**src/rtl/rf_wport_arbiter.sv**
```systemverilog
// Register-file write-port arbiter: WB has fixed priority, a one-entry buffer
// holds long-latency results, and a starvation counter forces the buffer through.
module rf_wport_arbiter #(
  parameter int unsigned STARVE_LIMIT = 4
) (
  input  logic        clk,
  input  logic        reset,
  input  logic        wb_valid,
  input  logic        wb_we,
  input  logic [4:0]  wb_waddr,
  input  logic [31:0] wb_wdata,
  output logic        wb_hold,
  input  logic        lu_valid,
  output logic        lu_ready,
  input  logic [4:0]  lu_waddr,
  input  logic [31:0] lu_wdata,
  output logic        rf_we,
  output logic [4:0]  rf_waddr,
  output logic [31:0] rf_wdata,
  output logic        pend_valid,
  output logic [4:0]  pend_waddr,
  output logic [31:0] pend_wdata
);

  typedef enum logic [1:0] {IDLE, PEND, FORCE} state_t;

  state_t      state, state_n;
  logic [4:0]  buf_waddr;
  logic [31:0] buf_wdata;
  logic [3:0]  wait_cnt, wait_cnt_n;
  logic        capture;
  logic        wb_req;

  // Moore outputs, decoded from state only
  assign wb_hold    = (state == FORCE);
  assign lu_ready   = (state == IDLE);
  assign pend_valid = (state == PEND) || (state == FORCE);
  assign pend_waddr = buf_waddr;
  assign pend_wdata = buf_wdata;

  assign wb_req = wb_valid & wb_we & ~wb_hold;

  always_comb begin
    state_n    = state;
    wait_cnt_n = wait_cnt;
    capture    = 1'b0;
    rf_we      = wb_req;
    rf_waddr   = wb_waddr;
    rf_wdata   = wb_wdata;
    unique case (state)
      IDLE: begin
        if (lu_valid && (lu_waddr != '0)) begin
          capture    = 1'b1;
          wait_cnt_n = '0;
          state_n    = PEND;
        end
      end
      PEND: begin
        if (!wb_req) begin
          rf_we    = (buf_waddr != '0);
          rf_waddr = buf_waddr;
          rf_wdata = buf_wdata;
          state_n  = IDLE;
        end else if (wb_waddr == buf_waddr) begin
          // younger WB write to the same register supersedes the buffer
          state_n = IDLE;
        end else begin
          wait_cnt_n = wait_cnt + 4'd1;
          if (wait_cnt_n == 4'(STARVE_LIMIT)) state_n = FORCE;
        end
      end
      FORCE: begin
        rf_we    = (buf_waddr != '0);
        rf_waddr = buf_waddr;
        rf_wdata = buf_wdata;
        state_n  = IDLE;
      end
      default: state_n = IDLE;
    endcase
  end

  always_ff @(posedge clk) begin
    if (reset) begin
      state     <= IDLE;
      wait_cnt  <= '0;
      buf_waddr <= '0;
      buf_wdata <= '0;
    end else begin
      state    <= state_n;
      wait_cnt <= wait_cnt_n;
      if (capture) begin
        buf_waddr <= lu_waddr;
        buf_wdata <= lu_wdata;
      end
    end
  end

endmodule

```
**config.mk**
```make
export PLATFORM = sky130hd
export DESIGN_NAME = rf_wport_arbiter
export DESIGN_NICKNAME = d
export VERILOG_FILES = /design/src/rtl/rf_wport_arbiter.sv
export SDC_FILE = /design/constraint.sdc
export NUM_CORES = 1
export LEC_CHECK = 0
export BUFFER_PORTS_ARGS = -buffer_cell sky130_fd_sc_hd__clkbuf_2
export CAP_MARGIN = 20
export CORE_MARGIN = 4
export CORE_UTILIZATION = 38
export DETAILED_ROUTE_END_ITERATION = 10
export PLACE_DENSITY_LB_ADDON = 0.1
export SYNTH_ARGS = -nofsm -noshare
export SYNTH_HDL_FRONTEND = slang
export SYNTH_SLANG_ARGS = --single-unit
```
**constraint.sdc**
```tcl
create_clock -name clk -period 1.9 [get_ports clk]
set_clock_uncertainty 0.1 [all_clocks]
set_input_delay 0.095 -clock clk [delete_from_list [all_inputs] [get_ports clk]]
set_output_delay 0.095 -clock clk [all_outputs]
set_load 0.02 [all_outputs]
```
### Word level (Yosys, flattened, before mapping)

Index checks and enable logic that the tools add are counted.

* add/subtract/negate cells: 1
* eq/ne operators: 8
* muxes and demuxes: 17
* bitwise logic cells: 3
* reduce and logical (&&, ||, !) cells: 8

Operators by type and width (number)
* one-hot mux 32 bit (2 select lines): 1
* two-way mux 32 bit: 1
* two-way mux 4 bit: 3
* one-hot mux 5 bit (2 select lines): 1
* nonzero test 5 bit: 2
* two-way mux 2 bit: 4
* one-hot mux 4 bit (2 select lines): 1
* == test 5 bit: 1
* two-way mux 5 bit: 1
* adder 4 x 1 -> 4 bit (second input constant): 1
* == test 4 x 3 -> 1 bit (second input constant): 1
* inequality test 2 bit (second input constant): 2
* inequality test 4 x 2 -> 1 bit (second input constant): 1
* one-hot mux 2 bit (2 select lines): 1
* AND reduction 4 bit: 1
* two-way mux 1 bit: 3
* AND 1 bit: 2
* == test 2 x 1 -> 1 bit (second input constant): 1
* == test 2 bit (second input constant): 1
* zero test 2 bit: 1
* inequality test 2 x 1 -> 1 bit (second input constant): 1
* one-hot mux 1 bit (2 select lines): 1
* AND reduction 2 bit: 1
* nonzero test 2 bit: 1
* other kinds (3): 3

* flip-flop bits (word level): 43
* input port bits: 79
* output and inout port bits: 78
* word-level logic and storage cells: 41

### Logic depth before layout (Yosys ltp)

Gate-level depths: netlist of run 1.

* depth in word-level cells: 6
* gate-level depth with buffers: 8
* mapped depth without buffers: 6

### Least setup slack after synthesis of run 1

Ideal clock, no wire load.

* path type: flip-flop to output port
* from: register state[0]
* to: output rf_waddr[0]
* arrival: 1.849 ns
* required time: 1.705 ns
* setup slack: -0.144 ns
* stages on the path, launching flop included: 7
* buffers on the path: 2
* path through: dfxtp_1 inv_1 ha_1 nor2b_1 clkbuf_1 buf_1 a22o_1

* longest elaborated chain between the ends: 5
* elaborated cells between the ends (all ways): 6
* those cells by class: eq/ne (2); mux (2); bitwise (2)

RTL lines
* start: declaration: RTL line 27 `state_t state, state_n;`
* start signal: assignment: RTL line 89 `state <= state_n;`
* == test 2 bit: RTL line 35, 50
* NOT 1 bit: RTL line 41 `assign wb_req = wb_valid & wb_we & ~wb_hold;`
* AND 1 bit: RTL line 41
* two-way mux 5 bit: RTL line 59 `if (!wb_req) begin`
* one-hot mux 5 bit (2 select lines) *: RTL line 50 `unique case (state)`
* end: declaration: RTL line 18 `output logic [4:0] rf_waddr,`

Every way passes the cells marked *; elsewhere a longest branch is shown, timed or not.

### Final worst setup path of run 1

* from: register state[1]
* to: output rf_wdata[15]

* longest elaborated chain between the ends: 5
* elaborated cells between the ends (all ways): 6
* those cells by class: eq/ne (2); mux (2); bitwise (2)

RTL lines
* == test 2 bit: RTL line 35, 50
* NOT 1 bit: RTL line 41
* AND 1 bit: RTL line 41
* two-way mux 32 bit: RTL line 59
* one-hot mux 32 bit (2 select lines) *: RTL line 50
* end: declaration: RTL line 19 `output logic [31:0] rf_wdata,`

Marked as above.

==> out/qor.yml, run 1 <==
setup_path:
  path_depth: 6
  r2r-end: "wait_cnt[1]"
  crit_required_ps: 1700
  r2r_slack_ps: 140
  crit_chain: "inv_2 -> ha_4 -> nor2b_4 -> buf_12 -> a22o_1 -> clkbuf_8"
  r2r_start: "state[0]"
  critPathKind: "register to primary output"
  critical_path.top_delay_family: "buffers and inverters"
  cp.arrival_ps: 1760
  path_buf_inv: 3
  cp-start-kind: "register"
  r2r_cells: 7
  critical-path-slowest-cell: "dfxtp_4"
  critPathMaxFanout: 19
  max_stage_delay_ps: 370
  crit_path_end: "rf_wdata[15]"
  startpoint: "state[1]"
  critPathCaptureType: "primary output"
timing:
  hold_viol: 0
  hold_ws_ps: 132.2
  rsz0062_at_grt: "true"
  max_slew_margin: 0.5913
  finalCritPeriodShare: 1.030
  setup_violations: 33
  tns_ps: -512.9
  tightest_slew_ps: 613.0
  setup_ws_ps: -56.82
  slew_viol_final: 0
  timing.fmax_ghz: 0.5110
  min_period_ps: 1957
detailed_routing:
  post-route-drc-count: 0
  routedWlPerCell_um: 15.07
  drtIter0Drc: 95
  vias: 2753
  via_per_inst: 5.024
  dr.pass1.iters: 4
  routed_wirelength_um: 8257
  ant_nets: 0
synth:
  synthFlopType: "dfxtp_1"
  synth-edff-count: 0
  synth.most_common_cell: "nand2_1"
  netlist_area_sq_um: 2313
  avgSynthCellArea_sq_um: 8.443
  synth_warnings: 0
  synth_common_cells: "79 x nand2_1, 43 x dfxtp_1, 37 x a22o_1, 23 x a21oi_1, 18 x a21oi_2"
  synth_top_area_cell: "dfxtp_1"
  synth.area.top_cells: "dfxtp_1 37%, a22o_1 14%, nand2_1 13%"
  synth.top_cell.area_share: 0.3721
  ys_types: 41
  ys_async_sr_fraction: 0
  syn_inst: 274
  synth_nets: 358
  ys_seq_area_frac: 0.3721
  ys_ff_latch: 43
pwr:
  comb_power_share: 0.377
  p_seq_frac: 0.392
  p_per_area_nw_per_um2: 629.6
  p_sw_w: 0.0008563
  p_sw_frac: 0.3359
  vdd_drop_max_mv: 0.3750
  internal_power_w: 0.001693
  leakagePower_nw: 1.846
  p_clk_frac: 0.231
final_layout:
  antenna_cells: 0
  syn2layout_area_growth_pct: 75.01
  design_area_sq_um: 4049
  fillers: 502
  final_nets: 557
  drive_gt1_frac: 0.4736
  regArea_sq_um: 874.6
  multi_input_area_sq_um: 1458
status:
  status: "finished, violations left"
  violations: "setup timing"
cts:
  cts_root_buffer: "clkbuf_8"
  cts_tree: "done"
  insertion_delay_ps: 290
  htreeDepth: 2
  cts_sinks: 43
  cts_buffer_depth: 2
  numCtsBuffers: 5
  clk_pin_slew_ps: 80
global_routing:
  grt_pass1_wl_um: 12280
  grt_pass1_vias: 2735
  grt_start_max_net_pins: 38
  global_route.overflow_total: 0
  antenna_found_initial: 0
  grt_usage: 0.2023
floorplan:
  ios: 157
  initial_core_util: 0.3907
  fp.dieH_um: 86.03
  fp.dieW_um: 86.03
  dieArea_sq_um: 7400
  row_count: 28
  coreArea_sq_um: 5921
place:
  port_buffers: 156
  place_area_sq_um: 3226
  hpwl_um: 5414
  gp_congestion: 0.8165
  pre_cts_slack_ps: 35.66
min_path:
  hp-class: "primary input to register"
  whs_path_depth: 4
job:
  cap_violations: 0
-- sequential cells by signal, summed over array words and instances, names as in the netlist --
signal and flops:
pend_waddr 5, wait_cnt 4, pend_wdata 32, state 2
-- cell type report --
class	count	area share
Sequential cell	43	0.2160
Timing Repair Buffer	209	0.3764
Clock inverter	1	0.001236
Multi-Input combinational cell	211	0.3600
Tap cell	75	0.02318
Inverter	3	0.002781
Clock buffer	6	0.02040
-- per-stage QoR --
stage | util | std cells | total power (W)
after global placement | 0.5448 | 497 | 0.001765
after detailed placement | 0.5448 | 497 | 0.001774
after CTS | 0.6452 | 546 | 0.002464
final | 0.6839 | 548 | 0.002549
after floorplan | - | 274 | 0.001491
after global routing | 0.6839 | 548 | 0.002667
-- metal layers --
metal / vias to the layer above / part of all wire / global-route usage
li1: 1370 / - / -
met1: 1290 / 0.42 / 0.2358
met2: 87 / 0.52 / 0.3784
met3: 6 / 0.056 / 0.03746
met4: 0 / 0.011 / 0.04748
met5: - / 0 / 0
-- power groups by stage --
stage                     Combinational, W  Sequential, W  Clock, W
after floorplan                   0.000414        0.00108         0
after global placement            0.000742        0.00102         0
after detailed placement          0.000750        0.00102         0
after CTS                         0.000861        0.00100  0.000602
after global routing               0.00103        0.00101  0.000631
final                             0.000960        0.00100  0.000589
-- cells by family after synthesis --
| kind of cell | share of synthesized area |
|---|---|
| simple gates | 0.2082 |
| compound gates | 0.3088 |
| flops | 0.3721 |
| buf+inv | 0.05246 |
| xor+xnor | 0.02272 |
| fa+ha+maj | 0.02704 |
| mux | 0.008654 |
-- cells in the final DEF (no fill, tap or decap), drive strengths merged --
cell / count
o21a: 2
buf: 50
nor2: 3
ha: 5
o211a: 1
inv: 3
nand4b: 2
nand3: 3
a31oi: 2
o211ai: 2
nand2b: 4
nor3: 3
nor4bb: 2
clkinv: 1
clkbuf: 128
nand2: 83
dlygate4sd3: 37
mux2i: 2
a22o: 37
xor2: 3
dfxtp: 43
or4: 2
a2111oi: 1
nor3b: 1
xnor2: 3
o21ai: 4
nor2b: 1
nand3b: 2
o32ai: 1
o311ai: 1
a21oi: 41
-- repair_timing --
item / in CTS / in global routing
endpoints found under the hold margin: 37 / 0
setup endpoints to repair: 38 / 76
cloned: 0 / 2
buffers inserted: 5 / 0
hold buffers: 37 / 0
pin swaps: 1 / 4
resized for setup: 27 / 93
-- worst min path at each step --
stage	from	endpoint	slack [ps]
5_1_grt	lu_valid	state[1]	170
4_1_cts	lu_valid	state[1]	110
6_report	lu_valid	state[1]	130
3_5_place_dp	lu_wdata[14]	pend_wdata[14]	220
2_1_floorplan	lu_wdata[10]	pend_wdata[10]	130
3_3_place_gp	lu_wdata[2]	pend_wdata[2]	220
-- worst reg2reg max path, stage by stage, from the launching register on --
cell      delay [ps]
dfxtp_2          360
inv_2             70
ha_4             160
nand4b_1         210
buf_4            180
a31oi_4          180
o21a_1           230
mux2i_1          210
No activity file was read; power rests on OpenSTA's default activity.
==> run 2: changes to the inputs <==
Settings changed: CELL_PAD_IN_SITES_DETAIL_PLACEMENT set to 1, CELL_PAD_IN_SITES_GLOBAL_PLACEMENT set to 2, CORE_UTILIZATION 38 to 19.
==> out/qor.yml, run 2 (synthesis results as in run 1) <==
final_layout:
  largest_register_ffs: 32
  final_cell_mix: "119 x clkbuf_2, 78 x nand2_1, 39 x dfxtp_1, 37 x a22o_1, 36 x dlygate4sd3_1"
  syn2layout_area_growth_pct: 93.94
  multi_input_area_sq_um: 1466
  final_common_cell: "clkbuf_2"
  drive_gt1_frac: 0.4908
  final_nets: 572
  antenna_cells: 0
  regArea_sq_um: 875.8
  fillers: 1441
  design_area_sq_um: 4487
setup_path:
  startpoint: "state[1]"
  max_stage_delay_ps: 360
  critPathMaxFanout: 8
  cp.arrival_ps: 1900
  critical-path-slowest-cell: "dfxtp_4"
  r2r_start: "state[1]"
  path_buf_inv: 4
  critPathKind: "register to primary output"
  critPathCaptureType: "primary output"
  critical_path.top_delay_family: "buffers and inverters"
  crit_required_ps: 1700
  crit_chain: "buf_6 -> ha_4 -> nand4b_1 -> nand2_4 -> buf_12 -> clkbuf_16 -> a22o_1 -> clkbuf_8"
  cp-start-kind: "register"
floorplan:
  fp.dieW_um: 118.3
  coreArea_sq_um: 11960
  initial_core_util: 0.1934
  fp.dieH_um: 118.3
  ios: 157
  dieArea_sq_um: 14010
  row_count: 40
pwr:
  p_sw_w: 0.0009298
  p_per_area_nw_per_um2: 644.4
  p_total_w: 0.002891
  p_sw_frac: 0.3216
  comb_power_share: 0.366
  p_clk_frac: 0.287
  internal_power_w: 0.001961
  p_seq_frac: 0.347
  vdd_drop_max_mv: 0.3634
  leakagePower_nw: 2.013
min_path:
  hp-class: "primary input to register"
  min-delay-start: "lu_waddr[1]"
cts:
  clk_pin_slew_ps: 60
  cts_tree: "done"
  numCtsBuffers: 5
  insertion_delay_ps: 280
  htreeDepth: 2
  cts_buffer_depth: 2
  cts_root_buffer: "clkbuf_16"
  cts_sinks: 43
timing:
  min_period_ps: 2097
  max_slew_margin: 0.6047
  timing.fmax_ghz: 0.4768
  setup_ws_ps: -197.2
  hold_viol: 0
  rsz0062_at_grt: "true"
  finalCritPeriodShare: 1.104
  slew_viol_final: 0
  setup_violations: 37
  tightest_slew_ps: 591.6
detailed_routing:
  routedWlPerCell_um: 17.04
  routed_wirelength_um: 10840
  vias: 2840
  post-route-drc-count: 0
  ant_nets: 0
  dr.pass1.iters: 4
  drtIter0Drc: 58
  via_per_inst: 4.465
global_routing:
  global_route.overflow_total: 0
  grt_pass1_wl_um: 16430
  antenna_found_initial: 0
  grt_pass1_vias: 3060
  grt_usage: 0.1450
  grt_start_max_net_pins: 38
place:
  hpwl_um: 6560
  gp_congestion: 0.7015
  place_area_sq_um: 3311
  port_buffers: 156
status:
  violations: "setup timing"
  status: "finished, violations left"
job:
  cap_violations: 0
[run 2: cell types whose count changed in the layout (fill, tap and decap cells not counted), moves of 2 or more]
cell,before,now
buf_6,27,12
buf_2,9,0
clkbuf_16,0,8
dfxtp_2,2,0
buf_4,9,21
clkbuf_8,9,28
clkbuf_1,0,2
nor2_4,0,2
[run 2: through the flow]
stage          TNS (ps)  instances  setup WS, ps  hold WS, ps    util
6_report          -6050        636        -197.2        40.49  0.3751
5_1_grt           -8697        636        -259.0        40.57  0.3751
4_1_cts           -5470        630        -160.9        29.60  0.3628
3_5_place_dp     -10980        572        -257.6        225.0  0.2768
3_3_place_gp      -8076        572        -190.0        219.1  0.2768
2_1_floorplan         0        274         14.65        131.0       -
[run 2: what timing repair did]
item	in CTS	in global routing
hold buffers	36	0
gates resized for setup	86	34
endpoints found under the setup margin	75	44
endpoints found under the hold margin	36	0
buffers inserted	11	7
pin swaps	32	12
cloned	3	3
[run 2: cell type report]
class	count	share of cell area
inverter	3	0.003067
multi-input combinational	211	0.3268
sequential	43	0.1952
clock buffer	7	0.02956
tap	147	0.04099
clock inverter	1	0.001115
timing repair buffer	224	0.4032
[run 2: path summary, 6_finish.rpt]
path               endpoint  slack (ps)  depth (start not counted)
min reg2reg  pend_wdata[27]         370                          2
max reg2reg        state[0]          10                          7
min           pend_waddr[1]          40                          3
max            rf_wdata[14]        -200                          8
[run 2: routing by layer]
| layer | GRT usage | vias to the layer above | wire (um) |
|---|---|---|---|
| li1 | - | 1406 | - |
| met1 | 0.1702 | 1358 | 4623 |
| met2 | 0.2715 | 74 | 5627 |
| met3 | 0.03301 | 2 | 548 |
| met4 | 0.02271 | 0 | 39 |
| met5 | 0 | - | 0 |
[run 2: power by group through the flow]
stage	clock network (W)	registers (W)	logic, W
2_1_floorplan	0	0.00108	0.000414
3_3_place_gp	0	0.00102	0.000765
3_5_place_dp	0	0.00103	0.000770
4_1_cts	0.000875	0.00101	0.00103
5_1_grt	0.000910	0.00101	0.00114
6_report	0.000830	0.00100	0.00106
[run 2: worst register-to-register path, stage by stage (launching register included)]
cell and delay [ps]:
dfxtp_4 360, buf_6 120, ha_4 160, nand4b_1 260, buf_4 210, a31oi_4 200
nand2b_1 100, a2111oi_2 280
==> run 3: changes to the inputs <==
Settings changed: ABC_AREA set to 1.
==> out/qor.yml, run 3 <==
status:
  status: "finished, violations left"
  violations: "setup timing"
place:
  gp_congestion: 0.6932
  post-place-cells: 655
  hpwl_um: 7401
  port_buffers: 156
timing:
  setup_ws_ps: -83.82
  tightest_slew_ps: 448.6
  tns_ps: -2000
  finalCritPeriodShare: 1.044
  min_period_ps: 1984
  slew_viol_final: 0
  setup_violations: 37
  timing.fmax_ghz: 0.5041
  max_slew_margin: 0.7010
  hold_viol: 0
  rsz0062_at_grt: "true"
cts:
  cts_buffer_depth: 2
  clk_pin_slew_ps: 60
  cts_root_buffer: "clkbuf_16"
  htreeDepth: 2
  numCtsBuffers: 5
  insertion_delay_ps: 290
  cts_tree: "done"
  cts_sinks: 43
floorplan:
  coreArea_sq_um: 12670
  dieArea_sq_um: 14870
  fp.dieW_um: 121.9
  initial_core_util: 0.1946
  row_count: 41
  fp.dieH_um: 121.9
  ios: 157
final_layout:
  final_cell_count_no_fill: 700
  largest_register_ffs: 32
  syn2layout_area_growth_pct: 81.79
  final_common_cell: "clkbuf_2"
  final_nets: 611
  drive_gt1_frac: 0.4981
  final_cell_mix: "121 x clkbuf_2, 52 x inv_1, 41 x dfxtp_1, 38 x a21oi_1"
  antenna_cells: 0
detailed_routing:
  ant_nets: 0
  via_per_inst: 4.187
  dr.pass1.iters: 4
  drtIter0Drc: 82
  routedWlPerCell_um: 15.00
  routed_wirelength_um: 10500
  post-route-drc-count: 0
  vias: 2931
synth:
  ys_seq_area_frac: 0.3491
  synthFlopType: "dfxtp_1"
  ys_ff_latch: 43
  syn_inst: 336
  synth_warnings: 0
  synth.top_cell.area_share: 0.3491
  ys_types: 29
  synth_nets: 420
  synth_common_cells: "63 x nand2_1, 54 x inv_1, 43 x dfxtp_1, 38 x a21oi_1, 38 x o21ai_0"
  synth.most_common_cell: "nand2_1"
  synth.area.top_cells: "dfxtp_1 35%, nand2_1 9.6%, o21ai_2 9.2%"
  synth_top_area_cell: "dfxtp_1"
  avgSynthCellArea_sq_um: 7.340
  synth-edff-count: 0
  netlist_area_sq_um: 2466
  ys_async_sr_fraction: 0
setup_path:
  cp.arrival_ps: 1790
  r2r_start: "state[0]"
  cp-start-kind: "register"
  crit_chain: "inv_4 -> ha_4 -> nand3b_4 -> o21ai_4 -> buf_6 -> buf_16 -> nand2_1 -> o21ai_2 -> clkbuf_8"
  critPathCaptureType: "primary output"
  critical-path-slowest-cell: "dfxtp_2"
  startpoint: "state[0]"
  max_stage_delay_ps: 360
  critPathKind: "register to primary output"
  crit_required_ps: 1700
  critPathMaxFanout: 8
job:
  cap_violations: 0
global_routing:
  grt_usage: 0.1387
  grtUsageMet3: 0.03110
  global_route.overflow_total: 0
  antenna_found_initial: 0
  grt_start_max_net_pins: 51
  top_usage_layer: "met2"
  grt_pass1_vias: 3056
  gr-usage-met1: 0.1696
  grtUsageMet2: 0.2438
  grt_pass1_wl_um: 15970
pwr:
  p_per_area_nw_per_um2: 820.4
  leakagePower_nw: 2.159
  vdd_drop_max_mv: 0.3474
min_path:
  hp-class: "primary input to register"
  min-delay-start: "lu_wdata[15]"
-- run 3: cell count changes in the layout (fill, tap and decap cells not counted), moves of 16 or more --
cell / change
inv_1: +51
o21ai_2: +23
nand2_2: +17
a21oi_1: +16
o21ai_0: +34
a21oi_2: -17
a22o_1: -37
nand2_1: -44
-- run 3: kinds of logic after synthesis --
group           share of synthesized area
compound gates                     0.3105
simple gates                       0.1669
buf+inv                            0.1410
flops                              0.3491
fa+ha+maj                         0.02537
xor+xnor                         0.007104
-- run 3: through the flow --
stage	hold slack [ps]	power, W	utilization	cell area, sq um	setup slack [ps]
2_1_floorplan	57.44	0.001925	-	2466	69.50
3_3_place_gp	186.4	0.002371	0.2719	3446	145.0
3_5_place_dp	188.4	0.002388	0.2719	3446	75.33
4_1_cts	0.1333	0.003674	0.3445	4365	-98.14
5_1_grt	23.46	0.003913	0.3538	4483	-144.9
6_report	6.619	0.003678	0.3538	4483	-83.82
-- run 3: cell type report --
cell class,count,area (sq um)
well taps,172,215.2
multi-input cells,218,1441
inverters,57,219.0
clock buffers,6,128.9
clock inverters,2,12.51
fillers,1552,8188
flip-flops and latches,43,863.3
repair buffers,202,1603
-- run 3: where the power goes --
group | total, W | internal (W) | switching [W]
Combinational | 0.00173 | 0.000770 | 0.000964
Sequential | 0.00108 | 0.00101 | 0.0000716
Clock | 0.000865 | 0.000486 | 0.000379
Total | 0.00368 | 0.00226 | 0.00142
-- run 3: path summary, 6_finish.rpt --
kind	end	slack, ps	depth (start not counted)
worst max-delay path	rf_wdata[14]	-80	9
worst min-delay path	pend_wdata[15]	7	3
worst max register to register	wait_cnt[0]	140	10
worst min register to register	pend_wdata[23]	380	2
-- run 3: routing by layer --
metal,up-vias,wire (um)
met5,-,0
met4,0,146
met3,9,670
met2,99,5143
met1,1352,4541
li1,1471,-
-- run 3: timing repair --
item	CTS	global route
hold buffers	27	0
pin swaps	2	3
gates cloned	3	0
resized for setup	96	42
hold endpoints to repair	27	0
endpoints found under the setup margin	38	38
buffers inserted	7	1
-- run 3: critical path, delay by kind of cell, from the launching register on --
family,cells,cell delay (ps)
adders and majority gates,1,150
DFF,1,360
and+or+nand+nor,2,230
buffers and inverters,4,530
AOI/OAI and AO/OA,2,230
